## src/rtl/uart_pkg.sv

```systemverilog
// Shared definitions for the UART receive path: FSM states, parity senses
// and default frame geometry.
package uart_pkg;

    typedef enum logic [2:0] {
        IDLE,
        START,
        DATA,
        PARITY,
        STOP
    } rx_state_e;

    localparam int unsigned PAR_EVEN       = 0;
    localparam int unsigned PAR_ODD        = 1;
    localparam int unsigned DEF_OVERSAMPLE = 16;
    localparam int unsigned DEF_DATA_BITS  = 8;

endpackage

```

## src/rtl/uart_rx_sync.sv

```systemverilog
// Two-flop synchronizer for an idle-high serial line, plus a tick-aligned
// falling-edge detect against the value held at the previous baud tick.
module uart_rx_sync (
    input  logic i_clk,
    input  logic i_rst,
    input  logic i_baud_tick,
    input  logic i_rx,
    output logic o_rx_s,
    output logic o_fall
);

    logic r_meta;
    logic r_sync;
    logic r_prev;

    always_ff @(posedge i_clk) begin
        if (i_rst) begin
            r_meta <= 1'b1;
            r_sync <= 1'b1;
            r_prev <= 1'b1;
        end else begin
            r_meta <= i_rx;
            r_sync <= r_meta;
            if (i_baud_tick) begin
                r_prev <= r_sync;
            end
        end
    end

    assign o_rx_s = r_sync;
    assign o_fall = r_prev & ~r_sync;

endmodule

```

## src/rtl/uart_rx_frame.sv

```systemverilog
// UART receive framer: start-bit validation, mid-bit data sampling, optional
// parity and stop check, delivering bytes through a valid/ready register.
module uart_rx_frame
    import uart_pkg::*;
#(
    parameter int unsigned DATA_BITS  = DEF_DATA_BITS,
    parameter int unsigned OVERSAMPLE = DEF_OVERSAMPLE,
    parameter int unsigned PARITY_EN  = 0,
    parameter int unsigned PARITY_ODD = PAR_EVEN
) (
    input  logic                 clk,
    input  logic                 rst,
    input  logic                 baud_tick,
    input  logic                 rx,
    output logic [DATA_BITS-1:0] rx_data,
    output logic                 rx_valid,
    input  logic                 rx_ready,
    output logic                 frame_err,
    output logic                 parity_err,
    output logic                 overrun,
    output logic                 busy
);

    localparam int unsigned CW = $clog2(OVERSAMPLE);
    localparam int unsigned BW = $clog2(DATA_BITS + 1);
    localparam logic [CW-1:0] CNT_HALF = CW'(OVERSAMPLE / 2 - 1);
    localparam logic [CW-1:0] CNT_FULL = CW'(OVERSAMPLE - 1);
    localparam logic [BW-1:0] BIT_LAST = BW'(DATA_BITS - 1);
    localparam logic          PAR_SENSE = (PARITY_ODD != 0);

    logic w_rx_s;
    logic w_fall;

    uart_rx_sync u_sync (
        .i_clk       (clk),
        .i_rst       (rst),
        .i_baud_tick (baud_tick),
        .i_rx        (rx),
        .o_rx_s      (w_rx_s),
        .o_fall      (w_fall)
    );

    rx_state_e            r_state,   w_state_nx;
    logic [CW-1:0]        r_smp_cnt, w_smp_cnt_nx;
    logic [BW-1:0]        r_bit_cnt, w_bit_cnt_nx;
    logic [DATA_BITS-1:0] r_shift,   w_shift_nx;
    logic                 r_par_err, w_par_err_nx;
    logic                 w_load;

    always_ff @(posedge clk) begin
        if (rst) begin
            r_state   <= IDLE;
            r_smp_cnt <= '0;
            r_bit_cnt <= '0;
            r_shift   <= '0;
            r_par_err <= 1'b0;
        end else begin
            r_state   <= w_state_nx;
            r_smp_cnt <= w_smp_cnt_nx;
            r_bit_cnt <= w_bit_cnt_nx;
            r_shift   <= w_shift_nx;
            r_par_err <= w_par_err_nx;
        end
    end

    always_comb begin
        w_state_nx   = r_state;
        w_smp_cnt_nx = r_smp_cnt;
        w_bit_cnt_nx = r_bit_cnt;
        w_shift_nx   = r_shift;
        w_par_err_nx = r_par_err;
        w_load       = 1'b0;
        if (baud_tick) begin
            unique case (r_state)
                IDLE: begin
                    if (w_fall) begin
                        w_state_nx   = START;
                        w_smp_cnt_nx = '0;
                    end
                end
                START: begin
                    if (r_smp_cnt == CNT_HALF) begin
                        w_smp_cnt_nx = '0;
                        w_bit_cnt_nx = '0;
                        w_par_err_nx = 1'b0;
                        w_state_nx   = w_rx_s ? IDLE : DATA;
                    end else begin
                        w_smp_cnt_nx = r_smp_cnt + CW'(1);
                    end
                end
                DATA: begin
                    if (r_smp_cnt == CNT_FULL) begin
                        w_shift_nx   = {w_rx_s, r_shift[DATA_BITS-1:1]};
                        w_smp_cnt_nx = '0;
                        w_bit_cnt_nx = r_bit_cnt + BW'(1);
                        if (r_bit_cnt == BIT_LAST) begin
                            w_state_nx = (PARITY_EN != 0) ? PARITY : STOP;
                        end
                    end else begin
                        w_smp_cnt_nx = r_smp_cnt + CW'(1);
                    end
                end
                PARITY: begin
                    if (r_smp_cnt == CNT_FULL) begin
                        w_par_err_nx = (^r_shift) ^ w_rx_s ^ PAR_SENSE;
                        w_smp_cnt_nx = '0;
                        w_state_nx   = STOP;
                    end else begin
                        w_smp_cnt_nx = r_smp_cnt + CW'(1);
                    end
                end
                STOP: begin
                    if (r_smp_cnt == CNT_FULL) begin
                        w_load       = 1'b1;
                        w_smp_cnt_nx = '0;
                        w_state_nx   = IDLE;
                    end else begin
                        w_smp_cnt_nx = r_smp_cnt + CW'(1);
                    end
                end
                default: begin
                    w_state_nx   = IDLE;
                    w_smp_cnt_nx = '0;
                end
            endcase
        end
    end

    logic [DATA_BITS-1:0] r_data;
    logic                 r_valid;
    logic                 r_ferr;
    logic                 r_perr;
    logic                 r_overrun;

    // A full register being drained in the same clk still takes the new frame.
    always_ff @(posedge clk) begin
        if (rst) begin
            r_data    <= '0;
            r_valid   <= 1'b0;
            r_ferr    <= 1'b0;
            r_perr    <= 1'b0;
            r_overrun <= 1'b0;
        end else begin
            r_overrun <= 1'b0;
            if (w_load) begin
                if (!r_valid || rx_ready) begin
                    r_data  <= r_shift;
                    r_ferr  <= ~w_rx_s;
                    r_perr  <= (PARITY_EN != 0) && r_par_err;
                    r_valid <= 1'b1;
                end else begin
                    r_overrun <= 1'b1;
                end
            end else if (r_valid && rx_ready) begin
                r_valid <= 1'b0;
            end
        end
    end

    assign rx_data    = r_data;
    assign rx_valid   = r_valid;
    assign frame_err  = r_ferr;
    assign parity_err = r_perr;
    assign overrun    = r_overrun;
    assign busy       = (r_state != IDLE);

endmodule

```

## config.mk

```make
export PLATFORM = sky130hd
export DESIGN_NAME = uart_rx_frame
export DESIGN_NICKNAME = d
export VERILOG_FILES = /design/src/rtl/uart_pkg.sv /design/src/rtl/uart_rx_sync.sv /design/src/rtl/uart_rx_frame.sv
export SDC_FILE = /design/constraint.sdc
export NUM_CORES = 1
export LEC_CHECK = 0
export BUFFER_PORTS_ARGS = -buffer_cell sky130_fd_sc_hd__buf_2
export CAP_MARGIN = 20
export CELL_PAD_IN_SITES_DETAIL_PLACEMENT = 2
export CELL_PAD_IN_SITES_GLOBAL_PLACEMENT = 2
export CORE_UTILIZATION = 37
export CTS_CLUSTER_SIZE = 14
export DETAILED_ROUTE_END_ITERATION = 10
export GPL_TIMING_DRIVEN = 1
export PLACE_DENSITY_LB_ADDON = 0.1
export SYNTH_ARGS = -nofsm -noshare
export SYNTH_HDL_FRONTEND = slang
export SYNTH_SLANG_ARGS = --single-unit
```

## constraint.sdc

```tcl
create_clock -name clk -period 3.5 [get_ports clk]
set_clock_uncertainty 0.1 [all_clocks]
set_input_delay 0.35 -clock clk [delete_from_list [all_inputs] [get_ports clk]]
set_output_delay 0.35 -clock clk [all_outputs]
set_load 0.05 [all_outputs]
```

==> reports/metrics.cfg, run 1 <==
[drt]
wl_um=3200
vias=1133
dr.pass1.iters=6
drc=0
avgViaCountPerCell=5.29
drt-initial-drc-count=52
wl_per_cell_um=15.0
ant_nets=0

[synthesis]
syn-instance-count=152
synth_cell_types=39
syn_avg_cell_area_um2=9.40
yosysSeqAreaShare_pct=46.2
syn-cell-area_um2=1430
synth-seq-cells=33
ys_warn_count=0
syn_nets=159

[setup_path]
cp.buffers_inverters=1
slowest_delay_ns=0.57
r2r_start=r_smp_cnt[0]$_SDFFE_PP0P_
path_delay_family=simple AND/OR/NAND/NOR gates
startpoint_type=flop
ff2ff_path_depth=7
endpoint_kind=flop
critPathKind=flop to flop
setup.reg_to_reg.worst_slack_ns=1.19
critical_path.slowest_cell=or4b_4
cp_max_fo=10
required_ns=3.55
r2r-end=rx_data[0]$_SDFFE_PP0P_
path_cells=ha_1 > nand4_2 > or4b_4 > nor2b_1 > buf_4 > mux2i_1 > nor2_1
cp.arrival_ns=2.36

[hold_path]
hold_start=rx
whs_path_depth=2
hold_path_end=u_sync.r_meta$_SDFF_PP1_
hold_class=input port to flop

[sta]
max_slew.worst_pin.slew_ns=0.611
setup_viol=0
finalCriticalPeriod_ns=2.31
hold_viol=0
slew_headroom_pct=59.3
max_freq_mhz=432
tns_ns=0
drv_slew=0
grt_setup_unrepaired=false
fin_crit_sh_pct=66.1

[global_route]
antenna_found_initial=0
grt_pass1_wl_um=5500
met3_usage_pct=4.82
gr-usage-all-layers_pct=17.7
met2_usage_pct=29.3
grt.busiest_layer=met2
grt_overflow_total=0
grt_util_met1_pct=21.7
first_global_vias=1178
grt_max_degree=36

[clocking]
htreeDepth=2
cts.clk_slew.worst_paths_ns=0.07
cts_max_path_buffers=2
numCtsBuffers=5
cts_sinks=33
cts_tree=done
clock_latency_ns=0.28
cts_hold_buf=0
cts_root_buffer=clkbuf_8
cts_setup_buffers=0
cts_resized=0

[finish]
final_common_cell=dfxtp_1
post_route_cells_drive_above_1_share_pct=19.9
fin_area_um2=1620
antennaDiodeCount=0
area_growth_pct=13.5
final_nets=173
most-common-layout-cells=dfxtp_1 (33), nor2_1 (23), mux2i_1 (18), buf_2 (16), a21oi_1 (8)

[floorplanning]
ios=18
chipHeight_um=64.1
die_w_um=64.1
rows=22
die_area_um2=4110
core_area_um2=3690
start_util_pct=38.7

[power]
powerDensity_nw_per_um2=433
cellLeakagePower_nw=0.609
ir_drop_uv=215

[job]
maxCapViolations=0

[placed_design]
gp_congestion=0.804
hpwlAfterDp_um=2210
place_area_um2=1530
port_buffers=16

[status]
status=finished clean

## report_power, final
| part | switching (mW) | leakage (nW) | total (mW) | internal [mW] |
|---|---|---|---|---|
| Combinational | 0.0210 | 0.300 | 0.0293 | 0.00832 |
| Sequential | 0.00320 | 0.266 | 0.381 | 0.378 |
| Clock | 0.137 | 0.0433 | 0.292 | 0.155 |
| Total | 0.161 | 0.609 | 0.702 | 0.542 |
## through the flow
stage / instances / power [mW] / hold WS (ns) / util, % / setup WS, ns
after floorplan: 152 / 0.412 / 0.289 / - / 1.42
after global placement: 207 / 0.418 / 0.299 / 41.5 / 1.31
after detailed placement: 207 / 0.419 / 0.322 / 41.5 / 1.18
after CTS: 214 / 0.714 / 0.135 / 44.0 / 1.16
after global routing: 214 / 0.734 / 0.145 / 44.0 / 1.06
final: 214 / 0.702 / 0.142 / 44.0 / 1.19
## flip-flops by register name, indices dropped and copies added (netlist names)
name	cells
r_bit_cnt	4
r_state	3
overrun	1
rx_data	8
u_sync.r_meta	1
frame_err	1
rx_valid	1
u_sync.o_rx_s	1
r_shift	8
u_sync.r_prev	1
r_smp_cnt	4
## routing by layer
layer	part of all wire (%)	vias to the layer above	routed length, um
li1	-	559	-
met1	48	553	1520
met2	48	14	1530
met3	2.8	7	91
met4	1.8	0	57
met5	0	-	0
## layout make-up
type                       instances  area, um^2
clock buffer                       6        82.6
clock inverter                     1        7.51
fill                             409        2070
inverter                           3        11.3
multi-input combinational        106         712
sequential                        33         661
tap                               48        60.1
timing repair buffer              17        87.6
## synthesized netlist by cell type (all sizes together)
master | number | area, um^2
a211o | 2 | 17.5
a211oi | 1 | 12.5
a21oi | 8 | 40.0
a221oi | 1 | 8.76
a311oi | 1 | 15.0
a31oi | 2 | 12.5
and3 | 1 | 6.26
and3b | 1 | 8.76
and4b | 1 | 10.0
buf | 2 | 15.0
clkbuf | 8 | 30.0
conb | 1 | 3.75
dfxtp | 33 | 661
ha | 2 | 25.0
inv | 3 | 11.3
mux2i | 18 | 180
nand2 | 5 | 18.8
nand2b | 2 | 12.5
nand3 | 4 | 20.0
nand3b | 2 | 15.0
nand4 | 2 | 18.8
nor2 | 24 | 97.6
nor2b | 6 | 37.5
nor3 | 3 | 15.0
nor3b | 2 | 15.0
nor4 | 1 | 6.26
nor4b | 1 | 8.76
o211ai | 1 | 7.51
o21a | 1 | 7.51
o21ai | 5 | 25.0
o41ai | 1 | 8.76
or2 | 2 | 12.5
or3 | 1 | 6.26
or3b | 2 | 17.5
or4 | 1 | 7.51
or4b | 1 | 13.8
## cells by family after synthesis
logic type	count (synthesis)	synth area share [%]
other	1	0.262
adders and majority gates	2	1.75
and+or+nand+nor	62	24.3
buffers and inverters	13	3.94
AOI/OAI and AO/OA	23	10.9
DFF	33	46.2
muxes	18	12.6
## how the worst max path moves through the flow
stage / start / to / slack, ns / cells past startpoint
3_3_place_gp: r_smp_cnt[0]$_SDFFE_PP0P_ / rx_data[2]$_SDFFE_PP0P_ / 1.31 / 7
3_5_place_dp: r_smp_cnt[0]$_SDFFE_PP0P_ / rx_data[0]$_SDFFE_PP0P_ / 1.18 / 7
6_report: r_smp_cnt[0]$_SDFFE_PP0P_ / rx_data[0]$_SDFFE_PP0P_ / 1.19 / 7
4_1_cts: r_smp_cnt[0]$_SDFFE_PP0P_ / rx_data[0]$_SDFFE_PP0P_ / 1.16 / 7
2_1_floorplan: r_state[1]$_SDFFE_PP0P_ / r_state[0]$_SDFFE_PP0P_ / 1.42 / 7
5_1_grt: r_smp_cnt[0]$_SDFFE_PP0P_ / rx_data[1]$_SDFFE_PP0P_ / 1.06 / 7
Note: power is estimated with default switching activity, not from simulation.
==> run 2: changes to the inputs <==
--- a/config.mk
+++ b/config.mk
@@ -5,11 +5,12 @@
 export SDC_FILE = /design/constraint.sdc
 export NUM_CORES = 1
 export LEC_CHECK = 0
+export ABC_AREA = 1
 export BUFFER_PORTS_ARGS = -buffer_cell sky130_fd_sc_hd__buf_2
 export CAP_MARGIN = 20
 export CELL_PAD_IN_SITES_DETAIL_PLACEMENT = 2
 export CELL_PAD_IN_SITES_GLOBAL_PLACEMENT = 2
-export CORE_UTILIZATION = 37
+export CORE_UTILIZATION = 29
 export CTS_CLUSTER_SIZE = 14
 export DETAILED_ROUTE_END_ITERATION = 10
 export GPL_TIMING_DRIVEN = 1
==> constraint.sdc (replaced) <==
create_clock -name clk -period 2.1 [get_ports clk]
set_clock_uncertainty 0.1 [all_clocks]
set_input_delay 0.21 -clock clk [delete_from_list [all_inputs] [get_ports clk]]
set_output_delay 0.21 -clock clk [all_outputs]
set_load 0.05 [all_outputs]
==> run 2 against run 1 <==
Compared with the run above:
- core utilization decreased by 7.9 points
- routed wire length up 24%
- non-clock buffer count did not move
- critical path depth shrank 1
- design area increased by 6.4%
- die area rose by 30%
- largest cell class unchanged
==> reports/metrics.cfg, run 2 <==
[floorplanning]
die_area_um2=5350
chipHeight_um=73.1
core_area_um2=4790
die_w_um=73.1
rows=25
ios=18
start_util_pct=30.7

[sta]
setup_viol=0
grt_setup_unrepaired=false
setup_ws_ns=0.365
finalCriticalPeriod_ns=1.74
hold_viol=0
max_freq_mhz=576
tns_ns=0
fin_crit_sh_pct=82.6
drv_slew=0

[power]
clkPwrFrac_pct=33.3
total_power_mw=1.86
seqPwrFrac_pct=37.1
cellLeakagePower_nw=0.768
p_comb_share_pct=29.6
powerDensity_nw_per_um2=1080
swShare_pct=36.3
power.switching_mw=0.674
internal_power_mw=1.18
ir_drop_uv=398

[drt]
wl_um=3980
wl_per_cell_um=13.8
dr.pass1.iters=3
drc=0
met1_length_um=1830
wl_met2_um=2020
ant_nets=0
vias=1347
top_layer_used=met4
wl_met3_um=89
drt-initial-drc-count=19
avgViaCountPerCell=4.68

[finish]
most-common-layout-cells=nand2_1 (41), nor2_1 (33), dfxtp_1 (33), a21oi_1 (20)
fin_area_um2=1730
final_util_pct=36.1
area_growth_pct=17.6
post_route_cells_drive_above_1_share_pct=16.3
antennaDiodeCount=0
fill_cells=580
final_nets=227
final_common_cell=nand2_1

[setup_path]
startpoint_type=flop
critPathKind=flop to flop
cp.arrival_ns=1.79
cpMostUsedCell=nand2_1
ff2ff_path_depth=6
path_cells=ha_1 > nand3_2 > nor3_2 > nand2_1 > nand2_1 > a21oi_1
setup.reg_to_reg.worst_slack_ns=0.36
slowest_delay_ns=0.36
r2r-end=rx_data[3]$_SDFFE_PP0P_
cp_max_fo=9
cp.buffers_inverters=0
path_delay_family=simple AND/OR/NAND/NOR gates
r2r_start=r_smp_cnt[0]$_SDFFE_PP0P_
required_ns=2.16
critical_path.slowest_cell=dfxtp_1
endpoint_kind=flop

[global_route]
gr-usage-all-layers_pct=16.5
antenna_found_initial=0
grt_overflow_total=0
grt_pass1_wl_um=6600
grt_max_degree=20
first_global_vias=1446

[clocking]
cts_sinks=33
cts_root_buffer=clkbuf_8
cts_max_path_buffers=2
cts_resized=0
numCtsBuffers=5
htreeDepth=2
cts.clk_slew.worst_paths_ns=0.07
cts_setup_buffers=0
clock_latency_ns=0.28
cts_tree=done
cts_hold_buf=0

[synthesis]
syn_avg_cell_area_um2=7.27
yosysSeqAreaShare_pct=45.0
yosysTopAreaCell=dfxtp_1
synth_most_common_cell=nand2_1
async_reset_ff_share_pct=0
synthFlopType=dfxtp_1
synth_cell_types=26
yosysTopAreaCellShare_pct=45.0
synth_common_cells=nand2_1 (41), dfxtp_1 (33), nor2_1 (33)
synth_edf_count=0
ys_top_cells_by_area=dfxtp_1 (45%), nand2_1 (10%), nor2_1 (8.4%), a21oi_1 (6.8%), nand3_1 (6.1%)
ys_warn_count=0
synth-seq-cells=33
syn-instance-count=202
syn_nets=209
syn-cell-area_um2=1470

[hold_path]
hold_path_end=u_sync.r_meta$_SDFF_PP1_
hold_start=rx
whs_path_depth=2
hold_class=input port to flop

[placed_design]
pre_cts_ws_ns=0.342
hpwlAfterDp_um=3000
port_buffers=16
place_area_um2=1610
gp_congestion=0.755

[job]
maxCapViolations=0

[status]
status=finished clean

## run 2: cell count changes after synthesis, moves of 10 or more
cell	delta
a21oi_1	+12
inv_1	+15
mux2i_1	-18
nand2_1	+36
nand3_1	+14
nor2_1	+10
## run 2: power by group through the flow
stage                     clock network, mW  registers [mW]  logic (mW)
after detailed placement                  0           0.701       0.553
final                                 0.617           0.689       0.550
after CTS                             0.643           0.689       0.564
after global routing                  0.662           0.692       0.622
after global placement                    0           0.700       0.528
after floorplan                           0           0.693       0.419
## run 2: cells by family after synthesis
| family | count (synthesis) | synth area share (%) |
|---|---|---|
| other | 1 | 0.256 |
| buffers and inverters | 25 | 6.90 |
| flip-flops | 33 | 45.0 |
| AO/OA/AOI/OAI | 32 | 11.3 |
| adder cells (fa/ha/maj) | 2 | 1.70 |
| AND/OR/NAND/NOR | 107 | 33.6 |
| XOR/XNOR | 2 | 1.19 |
## run 2: worst max path at each step
stage / start / end / cells after the start
3_3_place_gp: r_smp_cnt[0]$_SDFFE_PP0P_ / rx_data[6]$_SDFFE_PP0P_ / 6
3_5_place_dp: r_smp_cnt[0]$_SDFFE_PP0P_ / rx_data[3]$_SDFFE_PP0P_ / 6
2_1_floorplan: r_state[1]$_SDFFE_PP0P_ / r_state[1]$_SDFFE_PP0P_ / 8
5_1_grt: r_smp_cnt[0]$_SDFFE_PP0P_ / rx_data[3]$_SDFFE_PP0P_ / 6
6_report: r_smp_cnt[0]$_SDFFE_PP0P_ / rx_data[3]$_SDFFE_PP0P_ / 6
4_1_cts: r_smp_cnt[0]$_SDFFE_PP0P_ / rx_data[3]$_SDFFE_PP0P_ / 6
## run 2: worst reg2reg max path: stages, from the launching register on
cell	delay, ns
dfxtp_1	0.36
ha_1	0.22
nand3_2	0.17
nor3_2	0.29
nand2_1	0.27
nand2_1	0.14
a21oi_1	0.07
## run 2: cell type report
| type | count | area, um^2 | share of cell area, % |
|---|---|---|---|
| multi-input cells | 144 | 706 | 40.9 |
| clock buffers | 7 | 86.3 | 5.00 |
| flip-flops and latches | 33 | 661 | 38.3 |
| clock inverters | 1 | 30.0 | 1.74 |
| inverters | 19 | 71.3 | 4.13 |
| repair buffers | 17 | 87.6 | 5.08 |
| well taps | 67 | 83.8 | 4.86 |
## run 2: metrics by stage
step                      cells  hold slack [ns]
after floorplan             202            0.214
after global placement      280            0.294
after detailed placement    280            0.299
after CTS                   288          0.00421
after global routing        288          0.00665
final                       288           0.0142
## run 2: layer usage
layer | vias up | track usage, %
li1 | 686 | -
met3 | 4 | 4.14
met4 | 0 | 4.58
met1 | 642 | 19.2
met2 | 15 | 29.7
met5 | - | 0
